<file path="config.mk">
export PLATFORM = sky130hd
export DESIGN_NAME = regbank8_16bit
export DESIGN_NICKNAME = d
export VERILOG_FILES = /design/src/rtl/regbank8_16bit.sv
export SDC_FILE = /design/constraint.sdc
export NUM_CORES = 1
export LEC_CHECK = 0
export CAP_MARGIN = 10
export CORE_MARGIN = 2
export CORE_UTILIZATION = 29
export DETAILED_ROUTE_END_ITERATION = 16
export SYNTH_ARGS = -nofsm -noshare
export SYNTH_HDL_FRONTEND = slang
export SYNTH_SLANG_ARGS = --single-unit
</file>
<file path="constraint.sdc">
create_clock -name clk_i -period 1.71 [get_ports clk_i]
set_input_delay 0.342 -clock clk_i [delete_from_list [all_inputs] [get_ports clk_i]]
set_output_delay 0.342 -clock clk_i [all_outputs]
set_load 0.03 [all_outputs]
</file>
<file path="src/rtl/regbank8_16bit.sv">
// Eight-entry register bank: R0 reads as zero, R1-R7 writable, two combinational read ports.
// Optional write-through forwarding is enabled by defining REGBANK_BYPASS_EN.
module regbank8_16bit #(
    parameter int unsigned           WIDTH     = 16,
    parameter logic [WIDTH-1:0]      RESET_VAL = '0
) (
    input  logic             clk_i,
    input  logic             rst_i,
    input  logic             we_i,
    input  logic [2:0]       wa_i,
    input  logic [WIDTH-1:0] wd_i,
    input  logic [2:0]       ra_i,
    input  logic [2:0]       rb_i,
    output logic [WIDTH-1:0] qa_o,
    output logic [WIDTH-1:0] qb_o,
    output logic [7:0]       valid_o
);

    logic [WIDTH-1:0] regs_q [1:7];
    logic [WIDTH-1:0] regs_d [1:7];
    logic [7:1]       valid_q;
    logic [7:1]       valid_d;
    logic             wr_en;

    // Writes to R0 are dropped here, so R0 never needs storage.
    assign wr_en = we_i && (wa_i != 3'd0);

    always_comb begin
        regs_d  = regs_q;
        valid_d = valid_q;
        for (int i = 1; i < 8; i++) begin
            if (wr_en && (wa_i == 3'(i))) begin
                regs_d[i]  = wd_i;
                valid_d[i] = 1'b1;
            end
        end
    end

    always_ff @(posedge clk_i) begin
        if (rst_i) begin
            for (int i = 1; i < 8; i++) begin
                regs_q[i] <= RESET_VAL;
            end
            valid_q <= '0;
        end else begin
            regs_q  <= regs_d;
            valid_q <= valid_d;
        end
    end

    always_comb begin
        qa_o = '0;
        qb_o = '0;
        for (int i = 1; i < 8; i++) begin
            if (ra_i == 3'(i)) qa_o = regs_q[i];
            if (rb_i == 3'(i)) qb_o = regs_q[i];
        end
`ifdef REGBANK_BYPASS_EN
        // Forward the in-flight write so the next stage sees it this cycle.
        if (!rst_i && wr_en && (wa_i == ra_i)) qa_o = wd_i;
        if (!rst_i && wr_en && (wa_i == rb_i)) qb_o = wd_i;
`endif
    end

    assign valid_o = {valid_q, 1'b1};

endmodule

</file>
After elaboration in Yosys (flattened, before gate mapping) --
Cells that the tools add are included.
Operators by class: muxes and demuxes 14, reduce and logical (&&, ||, !) cells 9, equal/unequal tests 21
Operators by type and width (number):
- $mux W16 | 14
- $eq A3 B3 Y1 const B | 12
- $eq A3 B2 Y1 const B | 6
- $eq A3 B1 Y1 const B | 3
- $logic_and A1 B1 Y1 | 8
- $reduce_bool A3 Y1 | 1
Word-level totals: input bits 28, register bits 119, word-level logic and storage cells 58, output and inout port bits 40

Longest topological paths before layout --
depth in word-level cells 8, gate-level depth with buffers 7, depth with buffers taken out 4

Least setup slack after synthesis --
OpenSTA, ideal clock, no wires.
path type input-to-output, from input port ra_i[0], to output port qa_o[15], arrival 1622 ps, required time 1368 ps, slack -254 ps, stages on the path 5, cell sequence buf_2 > nor3b_1 > nand2_1 > a221o_1 > a21oi_1
On the way: word-level cells in the longest chain between the ends 8, elaborated cells between the ends (all ways) 14, those cells by class eq/ne: 7; mux: 7
RTL lines:
- start, declared | line 12 | input logic [2:0] ra_i,
- $eq A3 B1 Y1 | line 55 | if (ra_i == 3'(i)) qa_o = regs_q[i];
- $mux W16 (6 in a row) | line 55
- $mux W16 (*) | line 55
- end, declared | line 14 | output logic [WIDTH-1:0] qa_o,
Mark *: on every way between the ends. The rest lies on a longest branch, timed or not.

Final worst setup path --
from register regs_q[78] (netlist name), to output port qa_o[14]
On the way: word-level cells in the longest chain between the ends 5
RTL lines:
- start, declared | line 19 | logic [WIDTH-1:0] regs_q [1:7];
- start signal, assigned | line 46 | regs_q <= regs_d;
- $mux W16 (5 in a row) | line 55
Every way passes these cells.

==> results.sh <==
export IMPL_grt_max_degree=54
export IMPL_setup_viol=32
export IMPL_dp_slack_ns=-0.7838
export IMPL_end_kind="output pin"
export IMPL_startpoint_type="register"
export IMPL_status="finished, violations left"
export IMPL_critPathRequiredTime_ns=1.37
export IMPL_place_gp_congestion=0.8723
export IMPL_cts_sinks=119
export IMPL_violations="negative setup slack"
export IMPL_path_clk_slew_ns=0.06
export IMPL_fillers=1972
export IMPL_yosysTopAreaCellShare=0.3911
export IMPL_maxSlewViolCount=0
export IMPL_start_util=0.2925
export IMPL_syn_area_sq_um=6091
export IMPL_final_cells=1233
export IMPL_cap_violations=0
export IMPL_rsz0062_at_grt="yes"
export IMPL_critPathBufInv=1
export IMPL_antenna_found_initial=0
export IMPL_ys_ff_latch=119
export IMPL_dieArea_sq_um=22180
export IMPL_post_place_cells=1168
export IMPL_synth_edff_count=0
export IMPL_min_path_type="in -> reg"
export IMPL_grt_pass1_wl_mm=36.82
export IMPL_num_io_pins=68
export IMPL_drive_above_1_share=0.3862
export IMPL_drtIter0Drc=689
export IMPL_drc=0
export IMPL_multiInputGateArea_sq_um=3954
export IMPL_layout_setup_ws_ns=-0.3476
export IMPL_arrival_ns=1.72
export IMPL_grtUsageTotal=0.2182
export IMPL_cpLargestDelayFamily="compound AO/OA/AOI/OAI gates"
export IMPL_ys_seq_area_frac=0.3911
export IMPL_p_total_uw=8130
export IMPL_cts_max_level=4
export IMPL_viasPerCell=5.381
export IMPL_hold_buffers=0
export IMPL_fin_nets=973
export IMPL_port_buffers=66
export IMPL_yosysMostFrequentCell="nand2_1"
export IMPL_p_leak_uw=0.003688
export IMPL_core_area_sq_um=20820
export IMPL_cts_path_max_buffers=2
export IMPL_cts_root_buf="clkbuf_16"
export IMPL_fin_crit_sh=1.203
export IMPL_insertion_delay_ns=0.43
export IMPL_powerDensity_nw_per_um2=844.7
export IMPL_finalCriticalPeriod_ns=2.058
export IMPL_synth_cells=795
export IMPL_vdd_ir_drop_max_v=0.0004932
export IMPL_dr_pass1_iters=8
export IMPL_seq_area_sq_um=2432
export IMPL_hold_viol=0
export IMPL_cts_tree="yes"
export IMPL_ys_top_cells_by_count="nand2_1, a21oi_1, dfxtp_1"
export IMPL_cp_max_fo=3
export IMPL_ys_warn_count=0
export IMPL_ant_nets=0
export IMPL_die_x_um=148.9
export IMPL_syn_nets=823
export IMPL_dp_hpwl_mm=15.18
export IMPL_grt_pass1_vias=6327
export IMPL_syn_avg_cell_area_sq_um=7.661
export IMPL_area_delta_synth_final_pct=58.03
export IMPL_crit_type="reg -> out"
export IMPL_ys_types=37
export IMPL_num_vias=6635
export IMPL_fin_skew_ns=0
export IMPL_worstPathCellList="mux2_2 > a221o_1 > a22o_4 > buf_12"
export IMPL_yosys_area_top_type="dfxtp_1"
export IMPL_placementRows=53
export IMPL_synth_area_leaders="dfxtp_1, nand2_1, a21oi_1"
export IMPL_worst_path_max_delay_cell="dfxtp_2"
export IMPL_ys_flop_type="dfxtp_1"
export IMPL_insertedDiodeCount=0
export IMPL_cpPeakStageDelay_ns=0.32
export IMPL_routed_wl_mm=24.23
export IMPL_cts_made_buffers=17
export IMPL_avgRoutedWirePerCell_um=19.65
export IMPL_synthArstFlopShare=0
export IMPL_fmaxAchievable_mhz=486.0
export IMPL_die_y_um=148.9
export IMPL_grt_overflow_total=0
-- through the flow --
stage                 util  TNS [ns]  hold WS [ns]  area [sq um]
finish              0.4623    -6.623        0.3014          9625
global placement    0.3798    -28.15        0.4443          7908
floorplan                -   -0.2556        0.4363          6280
global route        0.4623    -7.956        0.3220          9625
CTS                 0.4525    -6.520        0.2896          9423
detailed placement  0.3798    -29.27        0.4467          7908
-- power by group --
part	switching (uW)	total [uW]	internal, uW
clock	1410	3750	2340
sequential	54.3	2890	2840
combinational	786	1480	698
total	2250	8130	5880
-- routing by layer --
metal	wire length, um	track usage
met4	650	0.07476
met5	0	0
met2	11820	0.3567
met3	1619	0.04709
met1	10130	0.2852
-- what timing repair did --
item / 4_1_cts / 5_1_grt
setup endpoints to repair: 39 / 32
resized for setup: 186 / 54
buffers inserted: 25 / 8
cloned: 5 / 0
pin swaps: 40 / 21
-- flip-flops by register name (all words and copies together), names as in the netlist --
| register | cells |
|---|---|
| regs_q | 112 |
| valid_q | 7 |
-- final cells by class --
type                       count  share of cell area
multi-input combinational    603              0.4108
sequential                   119              0.2527
timing repair buffer         195              0.2331
clock buffer                  19             0.04602
tap                          275             0.03575
clock inverter                13             0.01768
inverter                       9            0.004030
-- layout by cell type, fill, tap and decap left out, types with 4 or more instances in the layout --
cell type / n
a21o_1: 11
a21oi_1: 132
a21oi_2: 20
a221o_1: 27
a22o_1: 15
a22o_2: 4
a22o_4: 10
a22oi_2: 13
buf_12: 33
buf_4: 81
buf_6: 42
buf_8: 8
clkbuf_16: 17
clkdlybuf4s50_1: 20
dfxtp_1: 81
dfxtp_2: 37
dlygate4sd2_1: 7
inv_2: 5
inv_6: 4
mux2_2: 16
mux2_4: 9
mux2i_1: 12
nand2_1: 233
nand2_2: 5
nor2_1: 17
nor2_2: 6
nor2b_1: 5
o21ai_0: 5
o22ai_1: 9
o22ai_2: 12
-- path summary, 6_finish.rpt --
kind                            startpoint                        to  slack, ns  cells after the start
hold reg to reg   regs_q[110]$_SDFFE_PP0P_  regs_q[110]$_SDFFE_PP0P_       0.46                      2
hold / removal                       rst_i   regs_q[11]$_SDFFE_PP0P_       0.30                      2
setup reg to reg   regs_q[63]$_SDFFE_PP0P_   regs_q[63]$_SDFFE_PP0P_       0.97                      3
setup / recovery   regs_q[78]$_SDFFE_PP0P_                  qa_o[14]      -0.35                      4
-- cell families after synthesis --
group | after synthesis | synth area share
and+or+nand+nor | 286 | 0.1906
AOI/OAI and AO/OA | 278 | 0.2907
DFF | 119 | 0.3911
buffers and inverters | 73 | 0.05813
muxes | 38 | 0.06882
other | 1 | 0.0006157
Power figures use the tool's default switching activity.
